===== src/rtl/vc_queue_multichan_if.sv =====
// rtl/vc_queue_multichan_if.sv - enqueue/dequeue bundle for vc_queue_multichan
// The flush vector and its modport entries exist only when VC_QUEUE_MC_FLUSH_EN is defined.
interface vc_queue_multichan_if #(
    parameter int p_msg_nbits = 8,
    parameter int p_num_msgs  = 4,
    parameter int p_num_chans = 4
);
    localparam int c_chan_nbits = $clog2(p_num_chans);
    localparam int c_cnt_nbits  = $clog2(p_num_msgs + 1);

    logic [p_num_chans-1:0]             enq_val;
    logic [p_num_chans-1:0]             enq_rdy;
    logic [p_num_chans*p_msg_nbits-1:0] enq_msg;
    logic                               deq_val;
    logic                               deq_rdy;
    logic [p_msg_nbits-1:0]             deq_msg;
    logic [c_chan_nbits-1:0]            deq_chan;
    logic [p_num_chans*c_cnt_nbits-1:0] num_free;
`ifdef VC_QUEUE_MC_FLUSH_EN
    logic [p_num_chans-1:0]             flush;

    modport master (
        output enq_val, enq_msg, deq_rdy, flush,
        input  enq_rdy, deq_val, deq_msg, deq_chan, num_free
    );
    modport slave (
        input  enq_val, enq_msg, deq_rdy, flush,
        output enq_rdy, deq_val, deq_msg, deq_chan, num_free
    );
`else
    modport master (
        output enq_val, enq_msg, deq_rdy,
        input  enq_rdy, deq_val, deq_msg, deq_chan, num_free
    );
    modport slave (
        input  enq_val, enq_msg, deq_rdy,
        output enq_rdy, deq_val, deq_msg, deq_chan, num_free
    );
`endif
endinterface


===== src/rtl/vc_queue_multichan.sv =====
// rtl/vc_queue_multichan.sv - multi-channel FIFO with round-robin shared dequeue port
// Per-channel flush is compiled in only when VC_QUEUE_MC_FLUSH_EN is defined.
module vc_queue_multichan #(
    parameter int p_msg_nbits = 8,
    parameter int p_num_msgs  = 4,
    parameter int p_num_chans = 4
) (
    input  logic              clk,
    input  logic              reset,
    vc_queue_multichan_if.slave q
);
    localparam int c_chan_nbits = $clog2(p_num_chans);
    localparam int c_cnt_nbits  = $clog2(p_num_msgs + 1);
    localparam int c_ptr_nbits  = $clog2(p_num_msgs);

    localparam logic [c_cnt_nbits-1:0]  c_full     = c_cnt_nbits'(p_num_msgs);
    localparam logic [c_ptr_nbits-1:0]  c_ptr_last = c_ptr_nbits'(p_num_msgs - 1);
    localparam logic [c_chan_nbits-1:0] c_chan_last = c_chan_nbits'(p_num_chans - 1);

    typedef enum logic {ST_OPEN, ST_HELD} lock_state_t;

    logic [p_msg_nbits-1:0]  mem     [p_num_chans][p_num_msgs];
    logic [c_cnt_nbits-1:0]  count   [p_num_chans];
    logic [c_ptr_nbits-1:0]  enq_ptr [p_num_chans];
    logic [c_ptr_nbits-1:0]  deq_ptr [p_num_chans];

    logic [p_num_chans-1:0]  enq_rdy;
    logic [p_num_chans-1:0]  nonempty;
    logic [p_num_chans-1:0]  do_enq;
    logic [p_num_chans-1:0]  deq_hit;
    logic [p_num_chans-1:0]  flush_v;

    logic [c_chan_nbits-1:0] prio;
    logic [c_chan_nbits-1:0] lock_chan;
    logic [c_chan_nbits-1:0] rr_grant;
    logic [c_chan_nbits-1:0] deq_chan;
    logic                    deq_val;
    logic                    do_deq;
    lock_state_t             state_q;
    lock_state_t             state_d;

`ifdef VC_QUEUE_MC_FLUSH_EN
    assign flush_v = q.flush;
`else
    assign flush_v = '0;
`endif

    function automatic logic [c_ptr_nbits-1:0] ptr_inc(input logic [c_ptr_nbits-1:0] p);
        return (p == c_ptr_last) ? '0 : p + 1'b1;
    endfunction

    // A flushed channel drops its same-cycle enqueue even though enq_rdy was high.
    always_comb begin
        nonempty = '0;
        enq_rdy  = '0;
        do_enq   = '0;
        deq_hit  = '0;
        for (int i = 0; i < p_num_chans; i++) begin
            nonempty[i] = (count[i] != '0);
            enq_rdy[i]  = (count[i] != c_full);
            do_enq[i]   = q.enq_val[i] & enq_rdy[i] & ~flush_v[i];
            deq_hit[i]  = do_deq && (deq_chan == c_chan_nbits'(i));
        end
    end

    always_comb begin
        int  idx;
        logic found;
        idx      = 0;
        found    = 1'b0;
        rr_grant = '0;
        for (int k = 0; k < p_num_chans; k++) begin
            idx = int'(prio) + k;
            if (idx >= p_num_chans) idx = idx - p_num_chans;
            if (!found && nonempty[idx]) begin
                rr_grant = c_chan_nbits'(idx);
                found    = 1'b1;
            end
        end
    end

    assign deq_val  = |nonempty;
    assign deq_chan = (state_q == ST_HELD) ? lock_chan : rr_grant;
    assign do_deq   = deq_val & q.deq_rdy;

    // The grant is frozen once the consumer stalls, so later arrivals cannot reorder it.
    always_comb begin
        state_d = state_q;
        if (do_deq) begin
            state_d = ST_OPEN;
        end else if (deq_val) begin
            state_d = ST_HELD;
        end
        if (flush_v[deq_chan]) begin
            state_d = ST_OPEN;
        end
    end

    always_ff @(posedge clk) begin
        if (!reset) begin
            state_q   <= ST_OPEN;
            lock_chan <= '0;
            prio      <= '0;
        end else begin
            state_q <= state_d;
            if (deq_val && !q.deq_rdy) begin
                lock_chan <= deq_chan;
            end
            if (do_deq) begin
                prio <= (deq_chan == c_chan_last) ? '0 : deq_chan + 1'b1;
            end
        end
    end

    always_ff @(posedge clk) begin
        for (int i = 0; i < p_num_chans; i++) begin
            if (!reset || flush_v[i]) begin
                count[i]   <= '0;
                enq_ptr[i] <= '0;
                deq_ptr[i] <= '0;
            end else begin
                if (do_enq[i]) enq_ptr[i] <= ptr_inc(enq_ptr[i]);
                if (deq_hit[i]) deq_ptr[i] <= ptr_inc(deq_ptr[i]);
                count[i] <= count[i] + c_cnt_nbits'(do_enq[i]) - c_cnt_nbits'(deq_hit[i]);
            end
        end
    end

    always_ff @(posedge clk) begin
        for (int i = 0; i < p_num_chans; i++) begin
            if (do_enq[i]) begin
                mem[i][enq_ptr[i]] <= q.enq_msg[i*p_msg_nbits +: p_msg_nbits];
            end
        end
    end

    always_comb begin
        q.num_free = '0;
        for (int i = 0; i < p_num_chans; i++) begin
            q.num_free[i*c_cnt_nbits +: c_cnt_nbits] = c_full - count[i];
        end
    end

    assign q.enq_rdy  = enq_rdy;
    assign q.deq_val  = deq_val;
    assign q.deq_chan = deq_chan;
    assign q.deq_msg  = mem[deq_chan][deq_ptr[deq_chan]];
endmodule


===== src/flat_wrapper.sv =====
// flat-port wrapper written by rule: the top's interface ports become plain ports
module vc_queue_multichan_flat 
#(
    parameter int p_msg_nbits = 8,
    parameter int p_num_msgs  = 4,
    parameter int p_num_chans = 4
)
  (clk, reset, q_enq_val, q_enq_msg, q_deq_rdy, q_enq_rdy, q_deq_val, q_deq_msg, q_deq_chan, q_num_free);
  vc_queue_multichan_if #(.p_msg_nbits(p_msg_nbits), .p_num_msgs(p_num_msgs), .p_num_chans(p_num_chans)) q_i ();
  input  logic clk;
  input  logic reset;
  input wire logic [$bits(q_i.enq_val)-1:0] q_enq_val;
  input wire logic [$bits(q_i.enq_msg)-1:0] q_enq_msg;
  input wire logic [$bits(q_i.deq_rdy)-1:0] q_deq_rdy;
  output wire logic [$bits(q_i.enq_rdy)-1:0] q_enq_rdy;
  output wire logic [$bits(q_i.deq_val)-1:0] q_deq_val;
  output wire logic [$bits(q_i.deq_msg)-1:0] q_deq_msg;
  output wire logic [$bits(q_i.deq_chan)-1:0] q_deq_chan;
  output wire logic [$bits(q_i.num_free)-1:0] q_num_free;
  assign q_i.enq_val = q_enq_val;
  assign q_i.enq_msg = q_enq_msg;
  assign q_i.deq_rdy = q_deq_rdy;
  assign q_enq_rdy = q_i.enq_rdy;
  assign q_deq_val = q_i.deq_val;
  assign q_deq_msg = q_i.deq_msg;
  assign q_deq_chan = q_i.deq_chan;
  assign q_num_free = q_i.num_free;
  vc_queue_multichan #(.p_msg_nbits(p_msg_nbits), .p_num_msgs(p_num_msgs), .p_num_chans(p_num_chans)) u_core (.clk(clk), .reset(reset), .q(q_i));
endmodule

===== config.mk =====
export PLATFORM = sky130hd
export DESIGN_NAME = vc_queue_multichan_flat
export DESIGN_NICKNAME = d
export VERILOG_FILES = /design/src/rtl/vc_queue_multichan_if.sv /design/src/rtl/vc_queue_multichan.sv /design/src/flat_wrapper.sv
export SDC_FILE = /design/constraint.sdc
export NUM_CORES = 1
export LEC_CHECK = 0
export ABC_AREA = 1
export CAP_MARGIN = 10
export CORE_MARGIN = 4
export CORE_UTILIZATION = 30
export CTS_CLUSTER_DIAMETER = 80
export CTS_CLUSTER_SIZE = 10
export DETAILED_ROUTE_END_ITERATION = 12
export PLACE_DENSITY = 0.53
export REMOVE_ABC_BUFFERS = 1
export SYNTH_ARGS = -nofsm -noshare
export SYNTH_HDL_FRONTEND = slang
export SYNTH_SLANG_ARGS = --single-unit
export TNS_END_PERCENT = 20

===== constraint.sdc =====
create_clock -name clk -period 3.3 [get_ports clk]
set_clock_uncertainty 0.15 [all_clocks]
set_input_delay 0.825 -clock clk [delete_from_list [all_inputs] [get_ports clk]]
set_output_delay 0.825 -clock clk [all_outputs]
set_load 0.05 [all_outputs]

==> metrics.csv, run 1 <==
stage,metric,value,unit
logic_synthesis,average instance area after synthesis,9.306,sq um
setup_path,crit end category,output pin,
detailed_routing,remaining routing DRC violations,0,
clock_tree,Worst-Skew Late Latency,0.42,ns
logic_synthesis,leading area contributor after synthesis,edfxtp_1,
layout,layout cells sized above 1,23.72,%
logic_synthesis,most frequent cell after synthesis,nand2_1,
logic_synthesis,Gate Count Post-Synth,893,
status,status,"complete, but fails checks",
clock_tree,CTS Buf Count,17,
setup_path,crit-path max cell delay,0.34,ns
logic_synthesis,asr flop ratio synth,0,%
setup_path,worst r2r path cells,23,
setup_path,CP required,2.32,ns
logic_synthesis,sequential share of the synthesized area,56.13,%
setup_path,kind of critical path,register to output pin,
place,GP Congestion,0.8123,
floorplanning,Die Wd,174.4,um
logic_synthesis,Synth area leaders,"edfxtp_1, nand2_1, ha_1",
layout,fillers,2682,
sta,"Worst Setup Slack, final",-0.6483,ns
detailed_routing,DRT Pass-1 Iters,5,
clock_tree,Root Buffer,clkbuf_16,
setup_path,most used cell along the critical path,nand2_1,
setup_path,cells along the critical path,inv_2 > ha_4 > ha_4 > inv_2 > nand2_1 > nand2_2 > nand2_2 > nand2_4 > nand2_2 > o21ai_2 > nand3_2 > a21boi_4 > buf_12 > buf_12 > nand2_1 > nand2_1 > nand2_1 > nand2_1 > nand2_1 > nand2_2 > buf_12,
grt,gr ovfl total,0,
layout,"Design Area, Final",0.01124,sq mm
run,Max Cap Viol,0,
detailed_routing,Iteration-0 DRC Markers,326,
detailed_routing,vias post-DR,6321,
floorplanning,Boundary Pins,66,
grt,antenna violations before repair,2,
clock_tree,Worst-path clk slew,0.07,ns
detailed_routing,routed len/inst,14.58,um
setup_path,WP buf/inv,5,
sta,Final setup viols,13,
setup_path,CP Max Fanout,16,
layout,Final nets,1125,
clock_tree,H-Tree Depth,4,
place,Placed Area,0.01003,sq mm
logic_synthesis,Yosys warnings,0,
setup_path,Top Family by Delay on Critical Path,simple AND/OR/NAND/NOR gates,
sta,RSZ-0062 raised after global routing,yes,
floorplanning,row cnt,60,
place,number of I/O port buffers,65,
layout,Antenna diodes,0,
grt,aggregate global-route resource usage,13.56,%
detailed_routing,DR vias/cell,4.433,
grt,first-pass GRT wire length,32480,um
grt,vias in the first global route,6438,
clock_tree,CTS tree,done,
status,violated checks,setup timing,
logic_synthesis,Seq cells post-synth,161,
worst_hold_path,Hold WC Path Type,register to register,
setup_path,CP max-delay cell,dfxtp_2,
clock_tree,Post-CTS Hold Fix Bufs,0,
floorplanning,Core Footprint,0.02710,sq mm
logic_synthesis,synthesized area,0.008310,sq mm
clock_tree,clock sinks,161,
detailed_routing,Final ANT Viol Nets,0,
layout,Area Growth Syn to Fin,35.31,%
logic_synthesis,"EDFF count, synth",144,
logic_synthesis,Yosys cell types,34,
sta,post-layout minimum cycle time,3.948,ns
setup_path,critical path arrival,2.97,ns
logic_synthesis,synth cell count leaders,"nand2_1, edfxtp_1, inv_1",
floorplanning,Die ar.,0.03043,sq mm
setup_path,Crit path depth,21,
sta,worst slew pin tran,0.5293,ns
floorplanning,die height,174.4,um
logic_synthesis,top_reg_cell synth,edfxtp_1,
grt,largest net degree at the start of global routing,65,
sta,Final Cycle Share,119.6,%
setup_path,Worst Setup Start Kind,register,
sta,Final Hold Viols,0,
place,HPWL reported at the end of detailed placement,14620,um
worst_hold_path,Worst Hold Depth,2,
sta,Fmax,0.2533,GHz
sta,Max-slew headroom,64.60,%
clock_tree,CTS max path bufs,2,
sta,"Slew Viols, Final",0,
floorplanning,Starting Density,30.66,%
logic_synthesis,Yosys top cell area share,52.03,%
detailed_routing,"wirelength, routed",20790,um
==> worst register-to-register path, cell delays in order (launching register included) <==
cell and delay, ns:
dfxtp_2 0.34, inv_2 0.05, ha_4 0.18, ha_4 0.16, inv_2 0.04, nand2_1 0.05
nand2_2 0.07, nand2_2 0.06, nand2_4 0.09, nand2_2 0.07, o21ai_2 0.13, nand3_2 0.14
nand2_4 0.13, nand2_8 0.10, buf_4 0.16, buf_4 0.13, nor2_4 0.13, xor2_1 0.16
ha_1 0.15, inv_1 0.05, fa_1 0.40, xor2_1 0.16, o21ai_0 0.15, a21oi_1 0.05
==> worst paths after layout <==
| kind | from | endpoint | slack [ns] |
|---|---|---|---|
| worst max-delay path | u_core.count[2][0] | q_deq_msg[7] | -0.65 |
| worst min-delay path | u_core.lock_chan[1] | u_core.lock_chan[1] | 0.36 |
| worst max register to register | u_core.count[2][0] | u_core.count[0][2] | -0.12 |
| worst min register to register | u_core.lock_chan[1] | u_core.lock_chan[1] | 0.36 |
==> sequential cells by signal (all words and copies together) (netlist names) <==
signal and flops:
u_core.state_q 1, u_core.prio 2, u_core.lock_chan 2, u_core.mem 128, u_core.deq_ptr 8, u_core.count 12
u_core.enq_ptr 8
==> cell families (layout without fill, tap and decap cells) <==
| group | Yosys count | after routing | share of synthesized area (%) |
|---|---|---|---|
| simple gates | 509 | 509 | 26.27 |
| flops | 161 | 161 | 56.13 |
| buf+inv | 151 | 312 | 8.250 |
| fa+ha+maj | 45 | 45 | 7.136 |
| compound gates | 21 | 21 | 1.581 |
| xor+xnor | 6 | 6 | 0.6323 |
==> layout by cell type, fill, tap and decap left out, types with 8 or more instances in the layout <==
cell             Yosys  routed
ha_1                41      28
nand3b_1            11      11
nand2_1            333     305
clkdlybuf4s50_1      0      52
inv_1              107      95
buf_4               17      82
dfxtp_2              0       9
nor2_1              41      40
edfxtp_1           144     144
ha_4                 0       8
nand3_1             94      91
inv_2                2      14
nand2_2             11      34
clkbuf_16            0      21
buf_12               0      24
dfxtp_1             17       8
==> per-layer routing <==
| layer | part of all wire [%] | wire [um] | up-vias | GRT usage, % |
|---|---|---|---|---|
| met4 | 1.1 | 238 | 4 | 3.464 |
| met1 | 45 | 9432 | 2998 | 17.61 |
| met2 | 49 | 10110 | 131 | 22.73 |
| met5 | 0.13 | 27 | - | 0 |
| met3 | 4.7 | 980 | 19 | 3.349 |
| li1 | - | - | 3169 | - |
==> per-stage QoR <==
step	worst slack (ns)	cells	TNS (ns)	util [%]	hold WS [ns]
floorplan	-2.056	852	-38.00	-	0.2968
global placement	-0.3865	1372	-3.880	37.00	0.3360
detailed placement	-0.3864	1372	-4.136	37.00	0.3403
CTS	-0.6810	1412	-6.016	40.34	0.3592
global route	-0.8591	1426	-8.790	41.49	0.4165
finish	-0.6483	1426	-5.663	41.49	0.3580
==> what timing repair did <==
| item | in CTS | in global routing |
|---|---|---|
| gates cloned | 3 | 5 |
| setup endpoints to repair | 18 | 19 |
| gates resized for setup | 61 | 41 |
| setup buffers | 5 | 10 |
| pin swaps | 32 | 27 |
==> area by class of cell <==
class                      instances  area (sq um)  area share [%]
clock inverter                    15         152.6           1.358
tap                              372         465.4           4.139
multi-input combinational        581          3253           28.93
sequential                       161          4676           41.58
clock buffer                      17         425.4           3.783
inverter                         110         412.9           3.672
timing repair buffer             170          1859           16.54
Power of run 1 is left out: the tool's default activity adds up to more than one toggle a clock period on the data nets, which glitch-free logic cannot reach.
==> run 2, diff against run 1 <==
- ABC_AREA: 1 -> unset
- PLACE_DENSITY: 0.53 -> unset
- PLACE_DENSITY_LB_ADDON: unset -> 0.05
- SKIP_LAST_GASP: unset -> 1
==> run 2 against run 1 <==
The flow still finishes with violations (setup timing); global-route usage is essentially flat; first-iteration DRC count decreased by 43%; maximum frequency is 18% lower; die area decreased by 8.2%; flip-flop and latch count is the same; critical path type unchanged; highest routed layer unchanged.
==> metrics.csv, run 2 <==
stage,metric,value,unit,change
status,status,"complete, but fails checks",,
status,violated checks,setup timing,,
sta,"Worst Setup Slack, final",-1.488,ns,-0.8397 ns
grt,gr ovfl total,0,,unchanged
grt,largest net degree at the start of global routing,31,,-52%
floorplanning,Boundary Pins,66,,unchanged
detailed_routing,"wirelength, routed",19040,um,-8.4%
place,HPWL reported at the end of detailed placement,13110,um,-10%
sta,Final Hold Viols,0,,unchanged
setup_path,reg-to-reg startpoint,u_core.count[0][1],,
setup_path,CP max-delay cell,mux4_2,,
clock_tree,Worst-path clk slew,0.07,ns,about the same
place,number of I/O port buffers,65,,unchanged
setup_path,crit end category,output pin,,
layout,Largest register FFs,128,,unchanged
clock_tree,H-Tree Depth,4,,unchanged
worst_hold_path,Hold EP,u_core.lock_chan[0],,
grt,vias in the first global route,5176,,-20%
grt,aggregate global-route resource usage,13.54,%,-0.016 points
detailed_routing,Final ANT Viol Nets,0,,unchanged
place,dpl ws,-1.373,ns,-0.9868 ns
place,Placed Cells,981,,-28%
floorplanning,Die ar.,0.02795,sq mm,-8.2%
clock_tree,Root Buffer,clkbuf_16,,
logic_synthesis,average instance area after synthesis,14.13,sq um,+52%
grt,met1 Resource Use GR,15.78,%,-1.8 points
detailed_routing,remaining routing DRC violations,0,,unchanged
sta,post-layout minimum cycle time,4.788,ns,+0.8397 ns
logic_synthesis,Yosys top cell area share,56.89,%,+4.9 points
clock_tree,CTS max path bufs,2,,unchanged
layout,Non-Filler Instances,1033,,-28%
logic_synthesis,"EDFF count, synth",144,,unchanged
setup_path,CP Max Fanout,6,,-10
floorplanning,Die Wd,167.2,um,-4.2%
clock_tree,CTS tree,done,,
sta,Max-slew headroom,60.49,%,-4.1 points
logic_synthesis,top_reg_cell synth,edfxtp_1,,
setup_path,Worst Setup Start Kind,register,,
grt,GRT met2 Usage,24.30,%,+1.6 points
setup_path,r2r setup slk,-0.52,ns,-0.40 ns
layout,"commonest non-fill, non-tap cell in the layout",edfxtp_1,,
setup_path,most used cell along the critical path,ha_4,,
logic_synthesis,asr flop ratio synth,0,%,unchanged
logic_synthesis,Yosys cell types,41,,+21%
setup_path,kind of critical path,register to output pin,,
logic_synthesis,sequential share of the synthesized area,61.37,%,+5.2 points
grt,antenna violations before repair,2,,unchanged
setup_path,Top Family by Delay on Critical Path,compound AO/OA/AOI/OAI gates,,
clock_tree,clock sinks,161,,unchanged
logic_synthesis,Yosys warnings,0,,unchanged
grt,first-pass GRT wire length,28650,um,-12%
sta,setup_tns,-13.57,ns,-7.905 ns
sta,RSZ-0062 raised after global routing,yes,,
worst_hold_path,Hold Crit Start,u_core.lock_chan[0],,
floorplanning,Core Footprint,0.02460,sq mm,-9.2%
setup_path,FF-to-FF End,u_core.count[1][2],,
layout,fillers,2278,,-15%
sta,"Slew Viols, Final",0,,unchanged
logic_synthesis,synthesized area,0.007601,sq mm,-8.5%
clock_tree,CTS Buf Count,17,,unchanged
layout,Area Growth Syn to Fin,39.16,%,
detailed_routing,vias post-DR,4713,,-25%
sta,Final setup viols,17,,+4
grt,M3 GR Usage,3.583,%,+0.23 points
floorplanning,row cnt,57,,-5.0%
run,Max Cap Viol,0,,unchanged
detailed_routing,Iteration-0 DRC Markers,185,,-43%
setup_path,worst r2r path cells,20,,-13%
setup_path,crit-path max cell delay,0.50,ns,+0.16 ns
worst_hold_path,Worst Hold Depth,2,,unchanged
logic_synthesis,Seq cells post-synth,161,,unchanged
logic_synthesis,leading area contributor after synthesis,edfxtp_1,,
detailed_routing,routed len/inst,18.43,um,+26%
place,GP Congestion,0.7510,,-7.5%
detailed_routing,DRT Pass-1 Iters,4,,-1
sta,worst slew pin tran,0.5927,ns,+0.06338 ns
logic_synthesis,Synth area leaders,"edfxtp_1, mux2i_1, ha_1",,
sta,Fmax,0.2089,GHz,-18%
setup_path,WP buf/inv,3,,-2
logic_synthesis,most frequent cell after synthesis,edfxtp_1,,
floorplanning,Starting Density,30.89,%,+0.23 points
detailed_routing,DR vias/cell,4.562,,+2.9%
worst_hold_path,Hold WC Path Type,register to register,,
layout,Final nets,781,,-31%
layout,layout cells sized above 1,30.18,%,+6.5 points
clock_tree,Worst-Skew Late Latency,0.42,ns,about the same
logic_synthesis,synth cell count leaders,"edfxtp_1, mux2i_1, ha_1",,
layout,most frequent cells in the layout,"edfxtp_1, buf_4, mux2i_1, clkdlybuf4s50_1, ha_1",,
setup_path,critical path arrival,3.81,ns,+0.84 ns
layout,Antenna diodes,0,,unchanged
grt,GR peak layer,met2,,
setup_path,CP required,2.32,ns,about the same
sta,Final Cycle Share,145.1,%,+25 points
logic_synthesis,Gate Count Post-Synth,538,,-40%
setup_path,cells along the critical path,inv_2 > ha_4 > ha_4 > and3_4 > a31oi_4 > nand3_2 > a2111oi_4 > a21o_2 > mux2i_2 > buf_4 > mux4_2 > mux2_4 > a211o_1 > buf_6,,
floorplanning,die height,167.2,um,-4.2%
[run 2: worst max path at each step]
stage | from | to | slack [ns] | cells after the start
after floorplan | u_core.count[1][0] | q_deq_msg[6] | -7.48 | 12
after global placement | u_core.count[2][0] | q_deq_msg[6] | -1.26 | 12
after detailed placement | u_core.count[2][0] | q_deq_msg[6] | -1.37 | 12
after CTS | u_core.count[2][0] | q_deq_msg[6] | -1.47 | 12
after global routing | u_core.count[2][0] | q_deq_msg[6] | -1.62 | 14
final | u_core.count[2][0] | q_deq_msg[6] | -1.49 | 14
[run 2: layout make-up]
type / instances / area, sq um / area share (%)
clock buffer: 17 / 425.4 / 4.022
clock inverter: 14 / 167.7 / 1.585
tap: 324 / 405.4 / 3.833
multi-input combinational: 311 / 3000 / 28.37
timing repair buffer: 169 / 1765 / 16.69
sequential: 161 / 4674 / 44.19
inverter: 37 / 138.9 / 1.313
[run 2: what timing repair did]
action | 4_1_cts | 5_1_grt
cloned | 4 | 2
setup buffers | 10 | 6
endpoints found under the setup margin | 18 | 19
hold buffers | 0 | 0
gates resized for setup | 70 | 26
pin swaps | 13 | 9
[run 2: through the flow]
stage	area, sq um	utilization [%]	hold WS, ns
6_report	10580	42.99	0.3764
3_3_place_gp	9286	37.74	0.3672
5_1_grt	10580	42.99	0.4441
3_5_place_dp	9286	37.74	0.3645
2_1_floorplan	7460	-	0.3333
4_1_cts	10360	42.12	0.3803
[run 2: kinds of logic after synthesis]
family                   share of synthesized area (%)
buffers and inverters                            3.687
adder cells (fa/ha/maj)                          7.802
AO/OA/AOI/OAI                                    5.235
flip-flops                                       61.37
XOR/XNOR                                         1.152
AND/OR/NAND/NOR                                  9.597
multiplexers                                     11.16
[run 2: worst register-to-register path, stage by stage, from the launching register on]
cell,delay [ns]
dfxtp_2,0.34
inv_2,0.04
ha_4,0.16
ha_4,0.17
buf_6,0.13
nor4bb_1,0.26
o21ai_1,0.11
a21oi_2,0.22
a2111oi_4,0.09
a21o_2,0.23
buf_4,0.14
buf_12,0.13
buf_4,0.14
nand3b_1,0.20
xnor2_1,0.17
ha_1,0.16
inv_1,0.05
fa_1,0.40
xnor2_1,0.15
xnor2_1,0.12
and2_1,0.15
[run 2: metal layers]
| metal | share of wire [%] | wire [um] | up-vias |
|---|---|---|---|
| met5 | 0.11 | 21 | - |
| met4 | 2.4 | 461 | 4 |
| met3 | 3.8 | 721 | 24 |
| met2 | 52 | 9806 | 83 |
| met1 | 42 | 8026 | 2297 |
| li1 | - | - | 2305 |
Power of run 2 is left out for the same reason.
